**src/rtl/song_sequencer.sv**
```systemverilog
// Song sequencer: walks a song ROM and hands note/duration pairs to the note player.
// Optional SONG_LOOP_EN: end of song pulses song_done and restarts the song instead of stopping.
module song_sequencer #(
  parameter int unsigned SONG_BITS  = 2,
  parameter int unsigned INDEX_BITS = 5
) (
  input  logic                           clk,
  input  logic                           reset,
  input  logic                           play,
  input  logic [SONG_BITS-1:0]           song,
  input  logic                           note_done,
  output logic [SONG_BITS+INDEX_BITS-1:0] rom_addr,
  input  logic [11:0]                    rom_data,
  output logic [5:0]                     note_to_load,
  output logic [5:0]                     duration_to_load,
  output logic                           load_new_note,
  output logic                           song_done,
  output logic [INDEX_BITS-1:0]          note_index
);

  localparam int unsigned NOTE_BITS = 6;
  localparam int unsigned DUR_BITS  = 6;

  typedef enum logic [2:0] {
    IDLE,
    FETCH,
    WAIT,
    LOAD,
    PLAYING,
    DONE
  } state_t;

  state_t                  state_q, state_d;
  logic [INDEX_BITS-1:0]   index_q, index_d;
  logic [SONG_BITS-1:0]    song_q, song_d;
  logic [NOTE_BITS-1:0]    note_d;
  logic [DUR_BITS-1:0]     dur_d;
  logic [INDEX_BITS-1:0]   nidx_d;
  logic                    done_d;
  logic                    end_song;

  logic [NOTE_BITS-1:0]    rom_note;
  logic [DUR_BITS-1:0]     rom_dur;

  assign rom_note      = rom_data[11:6];
  assign rom_dur       = rom_data[5:0];
  assign rom_addr      = {song_q, index_q};
  assign load_new_note = (state_q == LOAD);

  // State and output registers
  always_ff @(posedge clk) begin
    if (reset) begin
      state_q          <= IDLE;
      index_q          <= '0;
      song_q           <= song;
      note_to_load     <= '0;
      duration_to_load <= '0;
      song_done        <= 1'b0;
      note_index       <= '0;
    end else begin
      state_q          <= state_d;
      index_q          <= index_d;
      song_q           <= song_d;
      note_to_load     <= note_d;
      duration_to_load <= dur_d;
      song_done        <= done_d;
      note_index       <= nidx_d;
    end
  end

  // Next-state logic; a song change overrides any pending transition
  always_comb begin
    state_d  = state_q;
    index_d  = index_q;
    song_d   = song_q;
    note_d   = note_to_load;
    dur_d    = duration_to_load;
    nidx_d   = note_index;
`ifdef SONG_LOOP_EN
    done_d   = 1'b0;
`else
    done_d   = song_done;
`endif
    end_song = 1'b0;

    if (song != song_q) begin
      song_d  = song;
      index_d = '0;
      done_d  = 1'b0;
      state_d = IDLE;
    end else begin
      case (state_q)
        IDLE: begin
          if (play) state_d = FETCH;
        end
        FETCH: begin
          state_d = WAIT;
        end
        WAIT: begin
          if (rom_dur == DUR_BITS'(0)) begin
            end_song = 1'b1;
          end else begin
            note_d  = rom_note;
            dur_d   = rom_dur;
            nidx_d  = index_q;
            state_d = LOAD;
          end
        end
        LOAD: begin
          state_d = PLAYING;
        end
        PLAYING: begin
          if (note_done) begin
            if (index_q != '1) begin
              index_d = index_q + INDEX_BITS'(1);
              state_d = FETCH;
            end else begin
              end_song = 1'b1;
            end
          end
        end
        DONE: begin
          state_d = DONE;
        end
        default: begin
          state_d = IDLE;
        end
      endcase

      // Song end: stop in DONE, or restart from the first entry when looping
      if (end_song) begin
        done_d = 1'b1;
`ifdef SONG_LOOP_EN
        index_d = '0;
        state_d = FETCH;
`else
        state_d = DONE;
`endif
      end
    end
  end

endmodule
```
**config.mk**
```make
export PLATFORM = sky130hd
export DESIGN_NAME = song_sequencer
export DESIGN_NICKNAME = d
export VERILOG_FILES = /design/src/rtl/song_sequencer.sv
export SDC_FILE = /design/constraint.sdc
export NUM_CORES = 1
export LEC_CHECK = 0
export BUFFER_PORTS_ARGS = -buffer_cell sky130_fd_sc_hd__buf_4
export CAP_MARGIN = 5
export CORE_UTILIZATION = 51
export CTS_CLUSTER_SIZE = 12
export DETAILED_ROUTE_END_ITERATION = 6
export PLACE_DENSITY = 0.8
export SYNTH_ARGS = -nofsm -noshare
export SYNTH_HDL_FRONTEND = slang
export SYNTH_SLANG_ARGS = --single-unit
```
**constraint.sdc**
```tcl
create_clock -name clk -period 4.4 [get_ports clk]
set_clock_uncertainty 0.15 [all_clocks]
set_input_delay 0.22 -clock clk [delete_from_list [all_inputs] [get_ports clk]]
set_output_delay 0.22 -clock clk [all_outputs]
set_load 0.05 [all_outputs]
```
==> reports/results.tsv <==
metric	value	unit
min_period	1.930	ns
drcViolationCount	0	
ios	44	
synth_cell_types	31	
globalplace.congestion	0.7491	
final_common_cell	buf_4	
via_count	1048	
power_density	243.9	mW/mm2
first_pass_iters	4	
drv_cap	0	
final_max_slew_viol_count	0	
core	0.002477	mm2
path_max_fanout	6	
crit_chain	ha_1, and3_1, ha_1, nor2_1, a21boi_0, o21ai_0, a211oi_1	
worst_hold_path.endpoint	note_to_load[0]	
worstReg2RegStart	index_q[0]	
critPathMaxStageDelay	0.46	ns
ir_drop	0.1876	mV
num_rows	18	
final_cell_mix	buf_4, nand2b_1, dfxtp_1	
grt_first_pass_wirelength	4.174	mm
crit-reg2reg-capture	state_q[2]	
cp_common_cell	ha_1	
syn_area_per_cell	9.935	um2
wl	2.622	mm
path_buf_inv	0	
syn2layout_area_growth	28.01	%
gr-total-overflow	0	
ys_seq_area_frac	0.4361	
cts-root-buf	clkbuf_4	
tightest_slew	0.4001	ns
yosys_register_bits	28	
fin_crit_sh	0.4386	
fin_area	0.001704	mm2
hold_buffers	2	
numCtsBuffers	3	
outcome	finished clean	
path_class	flip-flop to flip-flop	
fin_nets	198	
endpoint_kind	flip-flop	
drive_above_1_share	0.2881	
ant_nets	0	
drtIter0Drc	26	
vias_per_cell	5.063	
fp.dieH	53.09	um
finalSetupTns	0	ns
antenna_found_initial	0	
n_antenna_cell	0	
fp.dieArea	0.002819	mm2
slowest_stage	dfxtp_1	
clkLatencyLatePin	0.31	ns
grt_use_total	0.2006	
maxSlewHeadroom	0.7329	
rr_worst_depth	7	
cts_resized	0	
synth_nets	154	
grt_pass1_vias	1024	
hpwl	1.941	mm
hold_viol_final	0	
clock_sinks	28	
hp-class	primary input to flip-flop	
cts.path.max_buffers	2	
htree_levels	1	
crit_required	4.49	ns
holdPathStages	3	
timing.fmax	518.2	MHz
hp-start	rom_data[6]	
r2r_slack	2.47	ns
power.leakage	0.6727	nW
cts_tree	yes	
wire_per_inst	12.67	um
timing.final.setup_violations	0	
synth_area	0.001331	mm2
rsz0062_at_grt	false	
yosys_warnings	0	
start_util	0.5374	
grt_max_degree	36	
cp_data_arrival_time	2.02	ns
cts_setup_buffers	0	
syn_inst	134	
placed_cell_area	0.001658	mm2
clk_pin_slew	0.14	ns
cp_top_family	compound AO/OA/AOI/OAI gates	
crit_path_start_kind	flip-flop	
die_w	53.09	um
io_buffers	43	
## cell type report
class                           instances  area [um2]
Clock inverter                          1       3.754
Timing Repair Buffer                   46       350.3
Fill cell                             213       773.2
Tap cell                               30       37.54
Multi-Input combinational cell         96       698.2
Inverter                                3       11.26
Sequential cell                        28       580.6
Clock buffer                            3       22.52
## cell usage after synthesis, drive strengths merged
cell type  number  area share
a221oi          1      0.0066
nand4bb         1      0.0085
or3             2      0.0094
buf             2       0.023
nor2           10       0.028
a21oi           2      0.0075
edfxtp          2       0.045
and3            1      0.0047
nor4            2       0.014
o21bai          1      0.0056
ha              2       0.019
mux2i          18        0.14
or2b            1      0.0056
o211ai          1      0.0056
nand3           1      0.0038
nor3            3       0.020
a21boi          1      0.0056
dfxtp          26        0.39
or4             1      0.0085
clkbuf          5       0.014
inv             3      0.0085
o21ai           2      0.0075
a211oi          2       0.011
xnor2           5       0.033
or2             1      0.0047
nand2b         34        0.16
nor3b           1      0.0056
nand2           3      0.0085
## metal layers
layer  vias up  GRT usage  routed length [um]
met5         -          0                   0
met4         0    0.07456                   0
met3         0    0.02586                 104
met2        28     0.3734                1353
met1       481     0.2289                1164
li1        539          -                   -
## worst max-delay path by stage
stage | from | endpoint | slack (ns) | cells after the start
2_1_floorplan | index_q[0] | state_q[2] | 2.43 | 7
3_3_place_gp | rom_data[1] | duration_to_load[3] | 2.60 | 6
3_5_place_dp | index_q[0] | state_q[2] | 2.55 | 7
4_1_cts | index_q[0] | state_q[2] | 2.48 | 7
5_1_grt | index_q[0] | state_q[2] | 2.37 | 7
6_report | index_q[0] | state_q[2] | 2.47 | 7
## state kept, by name, summed over array words and instances (netlist names)
register / cells
duration_to_load: 6
note_to_load: 6
index_q: 5
note_index: 5
state_q: 3
song_q: 2
song_done: 1
## metrics by stage
| step | std cells | power (mW) | util | hold WS, ns | setup WS, ns |
|---|---|---|---|---|---|
| finish | 207 | 0.4157 | 0.6879 | 0.008155 | 2.470 |
| global route | 207 | 0.4324 | 0.6879 | 0.006018 | 2.374 |
| CTS | 207 | 0.4198 | 0.6879 | 0.003963 | 2.479 |
| detailed placement | 201 | 0.3165 | 0.6692 | 0.2694 | 2.546 |
| global placement | 201 | 0.3147 | 0.6692 | 0.2642 | 2.598 |
| floorplan | 134 | 0.2957 | - | 0.1689 | 2.425 |
## worst reg2reg max path, cell delays in order, from the launching register on
cell,delay [ns]
dfxtp_1,0.46
ha_1,0.21
and3_1,0.18
ha_1,0.27
nor2_1,0.07
a21boi_0,0.19
o21ai_0,0.11
a211oi_1,0.22
## cell families (layout without fill, tap and decap cells)
family                   Yosys count  count (layout)  synth area share
XOR/XNOR                           5               5           0.03289
adder cells (fa/ha/maj)            2               2           0.01879
buffers and inverters             10              53           0.04605
multiplexers                      18              18            0.1353
AND/OR/NAND/NOR                   61              61            0.2810
AO/OA/AOI/OAI                     10              10           0.04982
flip-flops                        28              28            0.4361
## where the power goes
group	internal, mW	switching, mW	leakage (nW)
sequential	0.260	0.00379	0.230
clock	0.0332	0.0701	0.0154
combinational	0.0248	0.0241	0.427
No activity file was read; power rests on OpenSTA's default activity.
